--- config.mk ---
export PLATFORM = sky130hd
export DESIGN_NAME = crc_sig_accum
export DESIGN_NICKNAME = d
export VERILOG_FILES = /design/src/rtl/crc_check_pkg.sv /design/src/rtl/crc_result_checker_sig.sv
export SDC_FILE = /design/constraint.sdc
export NUM_CORES = 1
export LEC_CHECK = 0
export ABC_CLOCK_PERIOD_IN_PS = 2850
export BUFFER_PORTS_ARGS = -buffer_cell sky130_fd_sc_hd__buf_4
export CAP_MARGIN = 0
export CORE_MARGIN = 2
export CORE_UTILIZATION = 40
export CTS_CLUSTER_SIZE = 16
export DETAILED_ROUTE_END_ITERATION = 8
export GPL_ROUTABILITY_DRIVEN = 0
export PLACE_DENSITY = 0.68
export RECOVER_POWER = 50
export SLEW_MARGIN = 20
export SYNTH_ARGS = -nofsm -noshare
export SYNTH_HDL_FRONTEND = slang
export SYNTH_SLANG_ARGS = --single-unit
export TNS_END_PERCENT = 20
--- constraint.sdc ---
create_clock -name clk -period 2.85 [get_ports clk]
set_clock_uncertainty 0.2 [all_clocks]
set_input_delay 0.285 -clock clk [delete_from_list [all_inputs] [get_ports clk]]
set_output_delay 0.285 -clock clk [all_outputs]
set_load 0.01 [all_outputs]
--- src/rtl/crc_check_pkg.sv ---
// Shared types and helpers for the CRC result checker.
// Holds the checker FSM encoding and the signature rotate helper.
package crc_check_pkg;

  typedef enum logic [2:0] {
    IDLE,
    RUN,
    DRAIN,
    PASS,
    FAIL
  } chk_state_t;

  // Widest signature the rotate helper supports.
  localparam int ROT_MAX_W = 64;

  // Rotate left by one inside the low w bits of v.
  // Bits at or above w must be zero on entry.
  function automatic logic [ROT_MAX_W-1:0] rotl1(
    input logic [ROT_MAX_W-1:0] v,
    input int                   w
  );
    logic [ROT_MAX_W-1:0] mask;
    logic [ROT_MAX_W-1:0] wrap;
    if (w >= ROT_MAX_W) begin
      mask = '1;
    end else begin
      mask = (ROT_MAX_W'(1) << w) - ROT_MAX_W'(1);
    end
    wrap = v >> (w - 1);
    return ((v << 1) | wrap) & mask;
  endfunction

endpackage

--- src/rtl/crc_result_checker_sig.sv ---
// Running signature register for the CRC result checker.
// Folds each accepted CRC as sig = rotl1(sig) ^ din.
module crc_sig_accum
  import crc_check_pkg::*;
#(
  parameter int W = 32
) (
  input  logic         clk,
  input  logic         rst,
  input  logic         en,
  input  logic [W-1:0] din,
  output logic [W-1:0] sig
);

  logic [W-1:0] sig_q;
  logic [W-1:0] sig_d;

  // Width-fixed wrapper around the package rotate.
  function automatic logic [W-1:0] rot(
    input logic [W-1:0] v
  );
    logic [ROT_MAX_W-1:0] r;
    r = rotl1(ROT_MAX_W'(v), W);
    return r[W-1:0];
  endfunction

  // Next signature: fold din when enabled.
  always_comb begin
    sig_d = sig_q;
    if (en) begin
      sig_d = rot(sig_q) ^ din;
    end
  end

  // Signature register, cleared by reset.
  always_ff @(posedge clk) begin
    if (rst) begin
      sig_q <= '0;
    end else begin
      sig_q <= sig_d;
    end
  end

  assign sig = sig_q;

endmodule

==> results of run 1 <==
==> worst max-delay path by stage <==
stage	end	slack, ps
after floorplan	sig[2]	1810
after global placement	sig[30]	1260
after detailed placement	sig[0]	1190
after CTS	sig[31]	1480
after global routing	sig[31]	1440
final	sig[24]	1520
==> cell usage after synthesis, drive strengths merged <==
| master | n |
|---|---|
| a211oi | 32 |
| buf | 10 |
| dfxtp | 32 |
| xnor2 | 32 |
| nor2 | 32 |
==> routing by layer <==
metal | vias to the layer above | part of all wire, % | GRT usage [%]
li1 | 596 | - | -
met1 | 569 | 44 | 16.6
met2 | 41 | 48 | 22.5
met3 | 4 | 6.5 | 5.83
met4 | 0 | 1.4 | 6.89
met5 | - | 0 | 0
==> cells by family (layout without fill, tap and decap cells) <==
kind of cell,count (synthesis),in the layout,synth area share (%)
AND/OR/NAND/NOR,32,32,11.7
buffers and inverters,10,74,6.72
AO/OA/AOI/OAI,32,32,24.7
XOR/XNOR,32,32,17.3
flip-flops,32,32,39.5
==> through the flow <==
step / instances / worst slack [ps] / utilization [%] / hold WS [ps]
3_5_place_dp: 244 / 1190 / 52.5 / 317
3_3_place_gp: 244 / 1260 / 52.5 / 307
4_1_cts: 252 / 1480 / 55.7 / 103
2_1_floorplan: 138 / 1810 / - / 150
5_1_grt: 252 / 1440 / 52.8 / 96.5
6_report: 252 / 1520 / 52.8 / 105
==> power by group <==
group / switching (mW) / internal (mW)
sequential: 0.0407 / 0.487
combinational: 0.119 / 0.133
clock: 0.162 / 0.308
total: 0.321 / 0.928
==> final cells by class <==
cell class / instances / area share, %
tap: 50 / 3.00
timing repair buffer: 66 / 20.5
clock inverter: 1 / 1.44
multi-input combinational: 96 / 39.6
clock buffer: 7 / 4.62
sequential: 32 / 30.8
==> placed cells by master, fill, tap and decap left out <==
| master | count |
|---|---|
| clkbuf_8 | 7 |
| bufinv_16 | 1 |
| a211oi_1 | 5 |
| buf_4 | 48 |
| nor2_1 | 12 |
| nor2_2 | 20 |
| dfxtp_1 | 32 |
| a211oi_2 | 27 |
| clkbuf_1 | 18 |
| xnor2_1 | 32 |
==> impl_metrics.tcl, run 1 <==
set metrics [dict create \
    status "completed" \
    post_cts_buffers 0 \
    via_count 1210 \
    fin_setup_tns_ps 0 \
    cts_buffers 5 \
    start_kind "flop" \
    synth.area.top_cells "dfxtp_1 40%, a211oi_2 25%, xnor2_1 17%" \
    cts_sinks 32 \
    drv_cap 0 \
    finalHoldViolCount 0 \
    io_pins 67 \
    crit_start "sig[24]" \
    reg2reg_depth 2 \
    grt_max_degree 65 \
    drive_above_1_share_pct 51.0 \
    htreeDepth 2 \
    num_rows 23 \
    dp_hpwl_um 2220 \
    core_mm2 0.00394 \
    slew-limit-headroom_pct 44.1 \
    syn_avg_cell_area_um2 11.7 \
    fill_cells 379 \
    synth_area_mm2 0.00162 \
    hold-path-endpoint "sig[26]" \
    critical-path-slowest-cell "dfxtp_1" \
    cp_slowest_stage_delay_ps 390 \
    clk_latency_ps 280 \
    power_density_mw_per_mm2 600 \
    cp_num_buf_inv 1 \
    routed_wl_um 3170 \
    path_max_fanout 3 \
    worst_hold_path.num_cells 3 \
    r2r_start "sig[26]" \
    synth_cells 138 \
    cp.arrival_ps 840 \
    grt.overflow.total 0 \
    dpl-instance-area_mm2 0.00207 \
    grt_pass1_wl_um 4750 \
    hold_class "input port to flop" \
    synth-seq-area-share_pct 39.5 \
    drc 0 \
    cts.clk_slew.worst_paths_ps 70 \
    final_antenna_net_count 0 \
    fin_crit_ps 1330 \
    antennaDiodeCount 0 \
    crit_type "flop to primary output" \
    hold_start "din[26]" \
    dr.pass1.iters 4 \
    worstMarginPinSlew_ps 838 \
    grt_pass1_vias 1057 \
    r2r_end "sig[27]" \
    post-route-cell-area_mm2 0.00208 \
    dr.first_iter.drc_count 60 \
    vias_per_cell 4.80 \
    critical_path.cell_chain "clkbuf_1" \
    postCtsResizedCells 0 \
    cts_buffer_depth 2 \
    nets 236 \
    netlist-cell-type-count 9 \
    p_leak_nw 0.766 \
    endpoint_kind "primary output" \
    peakVddDrop_mv 0.335 \
    cts_tree "yes" \
    multi_input_area_um2 826 \
    syn-num-nets 173 \
    setup_viol 0 \
    die_height_um 67.6 \
    cts-root-buf "clkbuf_8" \
    finalMaxSlewViolations 0 \
    cp_num_cells 1 \
    post-route-period-util_pct 46.6 \
    die-area_mm2 0.00458 \
    final-seq-area_um2 641 \
    synth_top_area_cell "dfxtp_1" \
    ys_seq_elements 32 \
    initial_core_util_pct 41.1 \
    total_power_mw 1.25 \
    grt_use_total_pct 14.2 \
    crit_family "flip-flops" \
    holdBufCountCts 0 \
    antenna_found_initial 0 \
    areaGrowthSynthToFinish_pct 28.6 \
    io_buffers 66 \
    die_w_um 67.6 \
    critPathRequiredTime_ps 2370 \
    post_drt_wl_per_cell_um 12.6 \
    rsz0062_at_grt "false" \
    max_freq_ghz 0.754 \
    r2r_setup_slack_ps 1840 \
    ys_warn_count 0 \
    largest_reg_flops 32 \
    yosys.area.top_type_share_pct 39.5 \
]
Power figures use the tool's default switching activity.
==> run 2, diff against run 1 <==
--- a/config.mk
+++ b/config.mk
@@ -5,7 +5,7 @@
 export SDC_FILE = /design/constraint.sdc
 export NUM_CORES = 1
 export LEC_CHECK = 0
-export ABC_CLOCK_PERIOD_IN_PS = 2850
+export ABC_CLOCK_PERIOD_IN_PS = 1330
 export BUFFER_PORTS_ARGS = -buffer_cell sky130_fd_sc_hd__buf_4
 export CAP_MARGIN = 0
 export CORE_MARGIN = 2
==> constraint.sdc (replaced) <==
create_clock -name clk -period 1.33 [get_ports clk]
set_clock_uncertainty 0.2 [all_clocks]
set_input_delay 0.133 -clock clk [delete_from_list [all_inputs] [get_ports clk]]
set_output_delay 0.133 -clock clk [all_outputs]
set_load 0.01 [all_outputs]
==> impl_metrics.tcl, run 2 (synthesis results as in run 1) <==
set metrics [dict create \
    crit_start "din[13]" \
    dp_hpwl_um 2280 \
    r2r_setup_slack_ps 330 \
    post-route-period-util_pct 88.8 \
    nets 272 \
    finalMaxSlewViolations 0 \
    num_rows 23 \
    fin_ws_ps 149 \
    fin_crit_ps 1180 \
    die_w_um 67.6 \
    htreeDepth 2 \
    die-area_mm2 0.00458 \
    dp_cells 246 \
    largest_reg_flops 32 \
    vias_per_cell 4.53 \
    die_height_um 67.6 \
    fill_cells 331 \
    setup_viol 0 \
    via_count 1291 \
    grt_max_degree 33 \
    areaGrowthSynthToFinish_pct 51.3 \
    antenna_found_initial 0 \
    dr.pass1.iters 2 \
    hold_ws_ps 23.0 \
    fin_setup_tns_ps 0 \
    multi_input_area_um2 856 \
    io_pins 67 \
    endpoint_kind "flop" \
    final-seq-area_um2 641 \
    cts_buffer_depth 2 \
    rsz0062_at_grt "false" \
    critPathRequiredTime_ps 1320 \
    routed_wl_um 3460 \
    r2r_end "sig[3]" \
    slew-limit-headroom_pct 66.5 \
    grt_pass1_wl_um 5460 \
    peakVddDrop_mv 0.574 \
    start_kind "input port" \
    antennaDiodeCount 0 \
    reg2reg_depth 2 \
    drive_above_1_share_pct 49.4 \
    cts_tree "yes" \
    worstMarginPinSlew_ps 503 \
    cts-root-buf "clkbuf_8" \
    core_mm2 0.00394 \
    cp.arrival_ps 1170 \
    power_density_mw_per_mm2 990 \
    io_buffers 66 \
    path_max_fanout 1 \
    drc 0 \
    cts_buffers 5 \
    cts.clk_slew.worst_paths_ps 60 \
    setup.worst_path.end "sig[13]" \
    final_cell_mix "37 x buf_4, 34 x dlygate4sd3_1, 32 x xnor2_1, 32 x dfxtp_1, 29 x a211oi_2" \
    crit_type "input port to flop" \
    fin_util_pct 62.2 \
    finalHoldViolCount 0 \
    grt_pass1_vias 1309 \
    cts_sinks 32 \
    r2r_start "sig[2]" \
    drv_cap 0 \
    p_leak_nw 0.913 \
    finalNonFillerCells 285 \
    grt.overflow.total 0 \
    clk_latency_ps 270 \
    postCtsResizedCells 0 \
    post_drt_wl_per_cell_um 12.2 \
    status "completed" \
    final_common_cell "buf_4" \
    pre_cts_ws_ps 186 \
    initial_core_util_pct 41.1 \
    hold_class "input port to flop" \
    max_freq_ghz 0.847 \
    grt_use_total_pct 16.1 \
    dr.first_iter.drc_count 45 \
    final_antenna_net_count 0 \
]
[run 2: cell count changes in the layout (fill, tap and decap cells not counted), sizes merged]
cell         before  now
clkbuf           25   34
dlygate4sd3       0   34
buf              48   39
bufinv            1    0
[run 2: critical path, cell delays in order]
cell and delay [ps]:
dlygate4sd3_1 540, buf_4 140, xnor2_1 130, a211oi_2 230
[run 2: stage by stage]
stage / total power [mW] / instance area [um^2]
2_1_floorplan: 1.53 / 1620
3_3_place_gp: 1.75 / 2110
3_5_place_dp: 1.77 / 2110
4_1_cts: 2.51 / 2520
5_1_grt: 2.56 / 2450
6_report: 2.43 / 2450
[run 2: how the worst min path moves through the flow]
stage	to	slack [ps]	depth (start not counted)	from
3_5_place_dp	sig[7]	260	3	din[7]
4_1_cts	sig[2]	20	3	en
5_1_grt	sig[3]	30	3	en
2_1_floorplan	sig[29]	-2	1	rst
3_3_place_gp	sig[13]	250	3	din[13]
6_report	sig[3]	20	3	en
[run 2: layer usage]
metal,vias to the layer above,GRT usage (%),share of wire (%)
met3,2,5.17,5.3
met5,-,0,0
li1,665,-,-
met1,583,16.8,42
met4,0,5.36,0.78
met2,41,30.1,52
[run 2: repair_timing]
item,4_1_cts,5_1_grt
endpoints found under the hold margin,32,0
buffers inserted,0,0
hold buffers,34,0
[run 2: layout make-up]
type | instances | area share, %
flip-flops and latches | 32 | 26.1
clock buffers | 5 | 2.81
well taps | 50 | 2.55
multi-input cells | 96 | 34.9
repair buffers | 102 | 33.6
[run 2: power breakdown]
group          switching, mW  total, mW  internal [mW]
logic                  0.280      0.652          0.372
clock network          0.304      0.640          0.336
registers             0.0904       1.13           1.04
total                  0.675       2.43           1.75
